**src/rtl/fifo_uart_tx.sv**
```systemverilog
// fifo_uart_tx
//   Serial asynchronous transmitter fed from the read port of a FIFO. Whenever
//   transmission is enabled and the FIFO holds a word, the head word is captured,
//   popped and shifted out on txd as a start bit, DATA_WIDTH data bits LSB first,
//   an optional parity bit and STOP_BITS stop bits. Consecutive frames follow with
//   no idle gap while words remain and enable stays high.
//
// Ports
//   clock      : system clock, all state on the rising edge
//   reset_n    : asynchronous active-low reset
//   enable     : 1 = new frames may start; 0 = finish the current frame, then idle
//   fifo_dout  : FIFO head word, valid while fifo_empty = 0
//   fifo_empty : FIFO empty flag
//   fifo_read  : registered one-clock pop strobe to the FIFO
//   txd        : serial output, idle/mark = 1
//   busy       : high from the first start-bit clock through the last stop-bit clock
//   tx_done    : one-clock pulse on the clock after the final stop-bit clock
module fifo_uart_tx #(
    parameter int CLKS_PER_BIT = 434,
    parameter int DATA_WIDTH   = 8,
    parameter int PARITY       = 0,
    parameter int STOP_BITS    = 1
) (
    input  logic                  clock,
    input  logic                  reset_n,
    input  logic                  enable,
    input  logic [DATA_WIDTH-1:0] fifo_dout,
    input  logic                  fifo_empty,
    output logic                  fifo_read,
    output logic                  txd,
    output logic                  busy,
    output logic                  tx_done
);

    localparam int             TW        = $clog2(CLKS_PER_BIT);
    localparam logic [TW-1:0]  BIT_LAST  = TW'(CLKS_PER_BIT - 1);
    localparam logic [2:0]     LAST_DATA = 3'(DATA_WIDTH - 1);
    localparam logic [2:0]     LAST_STOP = 3'(STOP_BITS - 1);

    typedef enum logic [2:0] {
        S_IDLE,
        S_START,
        S_DATA,
        S_PARITY,
        S_STOP
    } state_t;

    state_t                  state;
    state_t                  state_nxt;
    logic [TW-1:0]           timer;
    logic [2:0]              bit_idx;
    logic [DATA_WIDTH-1:0]   shift;
    logic                    par_bit;

    logic bit_end;
    logic last_stop;
    logic start_frame;

    // A bit boundary is the last clock of the current bit period.
    assign bit_end     = (timer == '0);
    assign last_stop   = (state == S_STOP) && bit_end && (bit_idx == LAST_STOP);
    // A new frame may begin from idle or seamlessly at the end of the last stop bit.
    assign start_frame = enable && !fifo_empty && ((state == S_IDLE) || last_stop);

    // State register
    always_ff @(posedge clock or negedge reset_n) begin
        if (!reset_n) begin
            state <= S_IDLE;
        end else begin
            state <= state_nxt;
        end
    end

    // Next-state logic
    always_comb begin
        state_nxt = state;
        case (state)
            S_IDLE: begin
                if (start_frame) state_nxt = S_START;
            end
            S_START: begin
                if (bit_end) state_nxt = S_DATA;
            end
            S_DATA: begin
                if (bit_end && (bit_idx == LAST_DATA))
                    state_nxt = (PARITY != 0) ? S_PARITY : S_STOP;
            end
            S_PARITY: begin
                if (bit_end) state_nxt = S_STOP;
            end
            S_STOP: begin
                if (last_stop) state_nxt = start_frame ? S_START : S_IDLE;
            end
            default: state_nxt = S_IDLE;
        endcase
    end

    // Output decode
    always_comb begin
        txd  = 1'b1;
        busy = (state != S_IDLE);
        case (state)
            S_START:  txd = 1'b0;
            S_DATA:   txd = shift[0];
            S_PARITY: txd = par_bit;
            default:  txd = 1'b1;
        endcase
    end

    // Bit timer, bit index and the registered strobes
    always_ff @(posedge clock or negedge reset_n) begin
        if (!reset_n) begin
            timer     <= '0;
            bit_idx   <= '0;
            fifo_read <= 1'b0;
            tx_done   <= 1'b0;
        end else begin
            fifo_read <= start_frame;
            tx_done   <= last_stop;

            if (state_nxt == S_IDLE)
                timer <= '0;
            else if (start_frame || bit_end)
                timer <= BIT_LAST;
            else
                timer <= timer - 1'b1;

            // The index restarts on every state change and counts data and stop bits.
            if (state_nxt != state)
                bit_idx <= '0;
            else if (bit_end && ((state == S_DATA) || (state == S_STOP)))
                bit_idx <= bit_idx + 1'b1;
        end
    end

    // Frame payload: captured once per frame, shifted at data bit boundaries
    always_ff @(posedge clock) begin
        if (start_frame) begin
            shift   <= fifo_dout;
            par_bit <= (PARITY == 1) ? ~^fifo_dout : ^fifo_dout;
        end else if ((state == S_DATA) && bit_end) begin
            shift <= shift >> 1;
        end
    end

endmodule

```
**config.mk**
```make
export PLATFORM = sky130hd
export DESIGN_NAME = fifo_uart_tx
export DESIGN_NICKNAME = d
export VERILOG_FILES = /design/src/rtl/fifo_uart_tx.sv
export SDC_FILE = /design/constraint.sdc
export NUM_CORES = 1
export LEC_CHECK = 0
export ABC_AREA = 0
export CORE_UTILIZATION = 45
export CTS_BUF_LIST = sky130_fd_sc_hd__clkbuf_4 sky130_fd_sc_hd__clkbuf_8
export DETAILED_ROUTE_END_ITERATION = 6
export PLACE_DENSITY = 0.75
export SLEW_MARGIN = 20
export SYNTH_ARGS = -nofsm -noshare
export SYNTH_HDL_FRONTEND = slang
export SYNTH_SLANG_ARGS = --single-unit
```
**constraint.sdc**
```tcl
create_clock -name clock -period 2.8 [get_ports clock]
set_input_delay 0.56 -clock clock [delete_from_list [all_inputs] [get_ports clock]]
set_output_delay 0.56 -clock clock [all_outputs]
set_load 0.01 [all_outputs]
```
Word-level counts from Yosys, hierarchy flattened
Index checks and enable logic that the tools add are counted.
- memory bits (read-only): 0
- RAM bits: 0
- word-level logic and storage cells: 48
- output and inout port bits: 4
- latch bits: 0
- flip-flop bits (word level): 26
- bits of input ports: 12
- memories kept: 0
- mux-type cells: 14
- reduce and logical (&&, ||, !) cells: 19
- shift-type cells: 0
- $lt $le $gt $ge: 0
- bitwise operators: 0
- add/subtract/negate cells: 2
- divide/modulo/power cells: 0
- eq/ne operators: 6
- $mul: 0
- operator list (kind ; number):
    two-way mux 3 bit ; 7
    two-way mux 9 bit ; 2
    two-way mux 8 bit ; 2
    case mux 3 bit (5 select lines) ; 1
    zero test 3 bit ; 3
    zero test 9 bit ; 1
    subtractor 9 x 1 -> 9 bit, second input constant ; 1
    parity 8 bit ; 1
    logical AND 1 bit ; 7
    == test 3 x 2 -> 1 bit, second input constant ; 2
    == test 3 bit, second input constant ; 2
    nonzero test 2 bit ; 2
    adder 3 x 1 -> 3 bit, second input constant ; 1
    == test 3 x 1 -> 1 bit, second input constant ; 1
    logical OR 1 bit ; 3
    != test 3 bit ; 1
    case mux 1 bit (3 select lines) ; 1
    nonzero test 3 bit ; 1
    zero test 1 bit ; 1
    two-way mux 1 bit ; 1

Longest topological paths before layout
Gate-level depths: netlist of the first run.
- depth after elaboration: 10
- mapped depth: 7
- gate-level depth less buffers: 7

Worst setup path before layout of the first run
OpenSTA, ideal clock, no wires.
- path type: register to register
- start: reg timer[2]
- end: reg shift[0] (enable)
- stages on the path, launching flop included: 5
- path slack: 199 ps
- library setup time: 387 ps
- period minus slack after synthesis: 2601 ps
- arrival time: 2214 ps
- required time: 2413 ps
- buffers on the path: 1
- cells stage by stage: dfrtp_1 or4_1 buf_6 or3_4 o31ai_1
- longest elaborated chain between the ends: 6
- elaborated cells on any way between the ends: 7
- those cells by class: reduce/logical (7)
- RTL lines (element ; RTL line ; RTL):
    start: declaration ; 50 ; logic [TW-1:0] timer;
    start signal: assignment ; 126 ; timer <= timer - 1'b1;
    zero test 9 bit (*) ; 60 ; assign bit_end = (timer == '0);
    logical AND 1 bit (2 in series) ; 61 ; assign last_stop = (state == S_STOP) && bit_end && (bit_idx == LAST_STOP);
    logical OR 1 bit ; 63 ; assign start_frame = enable && !fifo_empty && ((state == S_IDLE) || last_stop);
    logical AND 1 bit ; 63 ;
    nonzero test 2 bit (no source line) (*) ; n/a ;
    end signal: assignment ; 139 ; shift <= fifo_dout;
    end signal: assignment ; 142 ; shift <= shift >> 1;
    end: declaration ; 52 ; logic [DATA_WIDTH-1:0] shift;
Mark *: on every way between the ends. The rest lies on a longest branch, timed or not.
A chain may end at the register's enable or synchronous reset.

Worst setup path after layout of the first run
- start: reg timer[0]
- end: reg shift[0], data pin
- longest elaborated chain between the ends: 6
- RTL lines (element ; RTL line ; RTL):
    zero test 9 bit ; 60 ;
    logical AND 1 bit (2 in series) ; 61 ;
    logical OR 1 bit ; 63 ;
    logical AND 1 bit ; 63 ;
    via start_frame ; 57 ; logic start_frame;
    two-way mux 8 bit ; 138 ; if (start_frame) begin
The timed path passes the listed nets, and every way through them passes these cells.

==> results.md, run 1 <==
- Status: finished clean
- Register Area: 696 um2
- Post-synth top area cell: dfrtp_1
- WL met1: 1.26 mm
- Post-synthesis sequential area ratio: 48.4%
- CP max FO: 9
- Logic gate share of total power: 6.4%
- Die area: 3420 um2
- Reg power frac: 62.8%
- Achievable Freq: 375 MHz
- Fin crit period: 2660 ps
- # H-tree levels: 1
- Unrepaired setup endpoints after global routing: false
- Synth area leaders: dfrtp_1 (30%), edfxtp_1 (19%), xnor2_1 (6.1%)
- Post-CTS setup buffer count: 0
- CP Buf/Inv Count: 2
- Top delay family on crit path: simple AND/OR/NAND/NOR gates
- Clock-pin slew on the worst setup and hold paths: 150 ps
- Clk_skew: 5.85 ps
- Final setup fails: 0
- Crit. End Element: flop
- Mapped Area: 1440 um2
- Drt total wl: 2.74 mm
- Final worst path period share: 95.2%
- Top FF cell, synth: dfrtp_1
- # fillers: 260
- P_int: 0.497 mW
- Worst Tran Pin Value: 794 ps
- CTS tree: yes
- Crit-path max cell delay: 620 ps
- Final Core Density: 54.9%
- WL met3: 155 um
- Pwr dens: 377 nW/um2
- Area Growth Syn to Fin: 15.8%
- DR top layer: met4
- Row count: 20
- Synth cell count leaders: dfrtp_1 (17), nor2_1 (12), o21ai_0 (10), xnor2_1 (10), edfxtp_1 (9)
- DPL Wire Length: 2.03 mm
- EDFF count, synth: 9
- Clk sinks: 26
- Antenna cells: 0
- Arrival @ worst endpoint: 2750 ps
- Net Switching: 0.130 mW
- Length of routed met2 wiring: 1.31 mm
- Crit path cell chain: inv_1 > ha_1 > or4b_1 > o31ai_4 > nand2_2 > clkinv_2 > mux2_2
- Layout cell share with drive strength beyond 1: 13.2%
- # DRC: 0
- First-pass GRT wire length: 4.51 mm
- Syn_nets: 145
- Vias in the first global route: 1,000
- Overflow left after global routing: 0
- Fin. Hold Viols: 0
- Avg Cell Area, Syn: 11.2 um2
- Hold slack: 568 ps
- Die Y-Extent: 58.5 um
- Crit-path slowest cell: or4b_1
- Post-CTS Resized: 0
- Clock power share: 30.8%
- Count of cell types in the netlist: 38
- Die X: 58.5 um
- DR vias: 1,026
- Leak: 0.600 nW
- Critical Path RT: 2890 ps
- Starting DRT DRC Count: 35
- CTS Buffer Depth: 2
- #FFs+latches synth: 26
- Max-slew headroom: 46.9%
- Hold Path Class: flop to flop
- HP Start: shift[2]
- Area share of the largest cell type after synthesis: 29.6%
- Kind of critical path: flop to flop
- Hold buffers post-CTS: 0
- Initial antenna violation count: 0
- Port buffer count: 15
- Count of pins over their slew limit: 0
- Critical R2R Launch: timer[0]
- Multi-input gate area: 683 um2
- Peak VDD IR: 0.186 mV
- Starting Density: 47.4%
- Average wire per standard cell: 14.6 um
- Worst skew pair latency: 320 ps
- Placed insts: 184
- Largest net degree at the start of global routing: 18
- Most common cell in the netlist: dfrtp_1
- Max-cap violations: 0
- Async SR Flop Fraction: 65.4%
- Launch point of the worst path: timer[0]
- Synth Instances: 128
- Vias per cell: 5.46
- I/O Pins: 16
- Post-route ant nets: 0
- Final RePlAce weighted congestion: 0.846
- Gr usage total: 17.3%
- Finished Layout Cells: 188
- Yosys warning count: 0
- CP Launch Type: flop
- Switching Fraction: 20.7%
- Num CTS Buffers: 3
- DRT Pass-1 Iters: 4
- Area of the core: 3030 um2
- Setup_tns: 0 ps
- CTS root buffer: clkbuf_4
- Final nets: 162
## logic make-up after synthesis
| kind of cell | Yosys count | synth area share, % |
|---|---|---|
| and+or+nand+nor | 37 | 15.9 |
| adders and majority gates | 5 | 4.36 |
| AOI/OAI and AO/OA | 26 | 13.2 |
| DFF | 26 | 48.4 |
| muxes | 9 | 6.88 |
| buffers and inverters | 13 | 4.01 |
| xor gates and xnor gates | 12 | 7.32 |
## per-stage QoR
step | total power, mW | setup WS, ps | area [um2]
2_1_floorplan | 0.417 | 199 | 1440
3_3_place_gp | 0.441 | 263 | 1630
3_5_place_dp | 0.442 | 185 | 1630
4_1_cts | 0.633 | 165 | 1660
5_1_grt | 0.651 | 33.4 | 1660
6_report | 0.627 | 136 | 1660
## metal layers
layer | global-route usage (%) | vias up
met3 | 2.64 | 4
li1 | - | 495
met1 | 22.7 | 487
met2 | 29.6 | 40
met5 | 0 | -
met4 | 5.10 | 0
## power groups by stage
stage | logic (mW) | registers, mW | clock network [mW]
final | 0.0401 | 0.393 | 0.193
after global routing | 0.0427 | 0.393 | 0.215
after CTS | 0.0410 | 0.393 | 0.199
after detailed placement | 0.0406 | 0.401 | 0
after global placement | 0.0398 | 0.401 | 0
after floorplan | 0.0163 | 0.401 | 0
## flip-flops by register name (all words and copies together), names as in the netlist
signal / count
bit_idx: 3
state: 3
timer: 9
par_bit: 1
tx_done: 1
shift: 8
fifo_read: 1
## area by class of cell
type | instances | share of cell area, %
tap | 44 | 3.31
sequential | 26 | 41.8
multi-input combinational | 89 | 41.1
inverter | 9 | 2.11
timing repair buffer | 16 | 9.48
clock buffer | 4 | 2.18
## placed cells by master (no fill, tap or decap), drive strengths merged, types with 5 or more instances in the layout
| master | n |
|---|---|
| xnor2 | 10 |
| mux2 | 7 |
| o31ai | 6 |
| edfxtp | 9 |
| inv | 8 |
| nor2 | 12 |
| clkdlybuf4s50 | 15 |
| dfrtp | 17 |
| o21ai | 10 |
| ha | 5 |
## worst paths after layout
check / end / slack (ps) / cells past startpoint
max: shift[0] / 140 / 7
max reg2reg: shift[0] / 140 / 7
min: shift[1] / 570 / 1
max in group asynchronous: bit_idx[1] / 1630 / 1
min reg2reg: shift[1] / 570 / 1
min in group asynchronous: tx_done / 680 / 1
## worst register-to-register path: cells and delay by family (launching register included)
kind | cells | cell delay [ps]
AO/OA/AOI/OAI | 1 | 340
adder cells (fa/ha/maj) | 1 | 190
buffers and inverters | 2 | 320
flip-flops | 1 | 440
multiplexers | 1 | 350
AND/OR/NAND/NOR | 2 | 790
(Power assumes the default switching activity.)
==> run 2: changes to the inputs <==
PLACE_DENSITY = 0.72   (was 0.75)
TNS_END_PERCENT = 5   (was default)
clock period = 2.9 ns   (was 2.8 ns; I/O delays follow)
==> run 2 against run 1 <==
Effect of this change: clock skew is essentially flat; final cell count is the same; first-iteration DRC count decreased by 8.6%; critical path type unchanged; global-route usage shrank 0.27 points; worst hold slack gained 3.5 ps; sequential share of layout area did not move; clock power fell by 8%.
==> results.md, run 2 (synthesis results as in run 1) <==
- Status: finished clean
- Die Y-Extent: 58.5 um (unchanged)
- Hold Path Class: flop to flop
- Clk_skew: 5.94 ps (+0.0918 ps)
- Arrival @ worst endpoint: 2740 ps (about the same)
- Setup_tns: 0 ps (unchanged)
- Max reg flops: 9 (unchanged)
- Peak VDD IR: 0.245 mV (+31%)
- Drt total wl: 2.55 mm (-7.1%)
- Crit. End Element: flop
- Gr usage total: 17.0% (-0.27 points)
- Crit-path slowest cell: or4b_1
- HP Start: shift[1]
- Clk sinks: 26 (unchanged)
- CTS Buffer Depth: 2 (unchanged)
- Post-route ant nets: 0 (unchanged)
- DRT Pass-1 Iters: 4 (unchanged)
- Die X: 58.5 um (unchanged)
- Die area: 3420 um2 (unchanged)
- CTS tree: yes
- Multi-input gate area: 683 um2 (unchanged)
- Overflow left after global routing: 0 (unchanged)
- Register Area: 696 um2 (unchanged)
- Kind of critical path: flop to flop
- Antenna cells: 0 (unchanged)
- Worst skew pair latency: 310 ps (about the same)
- Placed instance area: 1630 um2 (unchanged)
- CP Launch Type: flop
- Final setup fails: 0 (unchanged)
- Largest net degree at the start of global routing: 18 (unchanged)
- Register with the most flip-flops: timer
- Design area: 1660 um2 (unchanged)
- Row count: 20 (unchanged)
- First-pass GRT wire length: 4.42 mm (-2.0%)
- Fin crit period: 2670 ps (+2.09 ps)
- Hold Path Cell Cnt: 1 (unchanged)
- Unrepaired setup endpoints after global routing: false
- Worst hold path endpoint: shift[0]
- Count of pins over their slew limit: 0 (unchanged)
- Commonest cells after routing, fill and taps aside: dfrtp_1 (17), clkdlybuf4s50_1 (15), nor2_1 (12)
- Starting DRT DRC Count: 32 (-8.6%)
- Fin. Hold Viols: 0 (unchanged)
- Post-CTS Resized: 0 (unchanged)
- CP Buf/Inv Count: 2 (unchanged)
- Reg-to-Reg End: shift[6]
- Final nets: 162 (unchanged)
- Final RePlAce weighted congestion: 0.803 (-5.1%)
- Top delay family on crit path: simple AND/OR/NAND/NOR gates
- Initial antenna violation count: 0 (unchanged)
- DPL Wire Length: 1.92 mm (-5.1%)
- Final Power: 0.595 mW (-5.1%)
- Placed insts: 184 (unchanged)
- Worst Tran Pin Value: 759 ps (-35.5 ps)
- Max-cap violations: 0 (unchanged)
- CTS root buffer: clkbuf_4
- Max-slew headroom: 49.2% (+2.4 points)
- Vias in the first global route: 965 (-3.5%)
- Leak: 0.600 nW (unchanged)
- CP max FO: 9 (unchanged)
- Most common library cell in the layout ignoring fill and taps: dfrtp_1
- Worst R2R Path Depth: 7 (unchanged)
- Hold buffers post-CTS: 0 (unchanged)
- Crit path cell chain: inv_1 > ha_1 > or4b_1 > o31ai_4 > nand2_2 > clkinv_2 > mux2_2
- # H-tree levels: 1 (unchanged)
- Num CTS Buffers: 3 (unchanged)
- DR vias: 1,002 (-2.3%)
- # fillers: 274 (+5.4%)
- Finished Layout Cells: 188 (unchanged)
- Critical R2R Launch: timer[0]
- Final worst path period share: 92.0% (-3.2 points)
- Average wire per standard cell: 13.5 um (-7.1%)
- Area of the core: 3030 um2 (unchanged)
- Vias per cell: 5.33 (-2.3%)
- I/O Pins: 16 (unchanged)
- Registers with the most flip-flops: timer: 9 flops, shift: 8 flops
- Pwr dens: 358 nW/um2 (-5.1%)
- # DRC: 0 (unchanged)
- Reg-to-reg slack, setup: 230 ps (+100 ps)
- Crit-path max cell delay: 630 ps (about the same)
- Area Growth Syn to Fin: 15.8% (unchanged)
- Achievable Freq: 375 MHz (about the same)
- Clock-pin slew on the worst setup and hold paths: 140 ps (about the same)
- Layout cell share with drive strength beyond 1: 13.2% (unchanged)
- Post-CTS setup buffer count: 0 (unchanged)
- Starting Density: 47.4% (unchanged)
- Critical Path RT: 2980 ps (+90 ps)
- Port buffer count: 15 (unchanged)
==> run 2: power by group <==
part,switching [mW],total (mW),internal (mW)
Sequential,0,0.380,0.380
Combinational,0.0143,0.0378,0.0235
Clock,0.101,0.177,0.0766
==> run 2: routing by layer <==
metal  routed length [um]  up-vias  global-route usage (%)  part of all wire (%)
li1                     -      493                       -                     -
met1                 1150      485                    23.0                    45
met2                 1270       22                    27.8                    50
met3                  105        2                    2.42                   4.1
met4                   14        0                    6.46                  0.55
met5                    0        -                       0                     0
==> run 2: worst max path at each step <==
stage               startpoint       end  slack, ps  cells after the start
floorplan             timer[2]  shift[0]        300                      4
global placement      timer[0]  shift[3]        350                      7
detailed placement    timer[0]  shift[4]        270                      7
CTS                   timer[0]  shift[4]        240                      7
global route          timer[0]  shift[5]        120                      7
finish                timer[0]  shift[6]        230                      7
==> run 2: metrics by stage <==
stage	hold slack, ps	utilization (%)	worst slack, ps
CTS	573	54.9	243
finish	571	54.9	233
global route	583	54.9	115
floorplan	284	-	299
global placement	529	53.7	346
detailed placement	540	53.7	267
==> run 2: area by class of cell <==
type / instances / area share [%]
tap: 44 / 3.31
multi-input combinational: 89 / 41.1
sequential: 26 / 41.8
timing repair buffer: 16 / 9.48
clock buffer: 4 / 2.18
inverter: 9 / 2.11
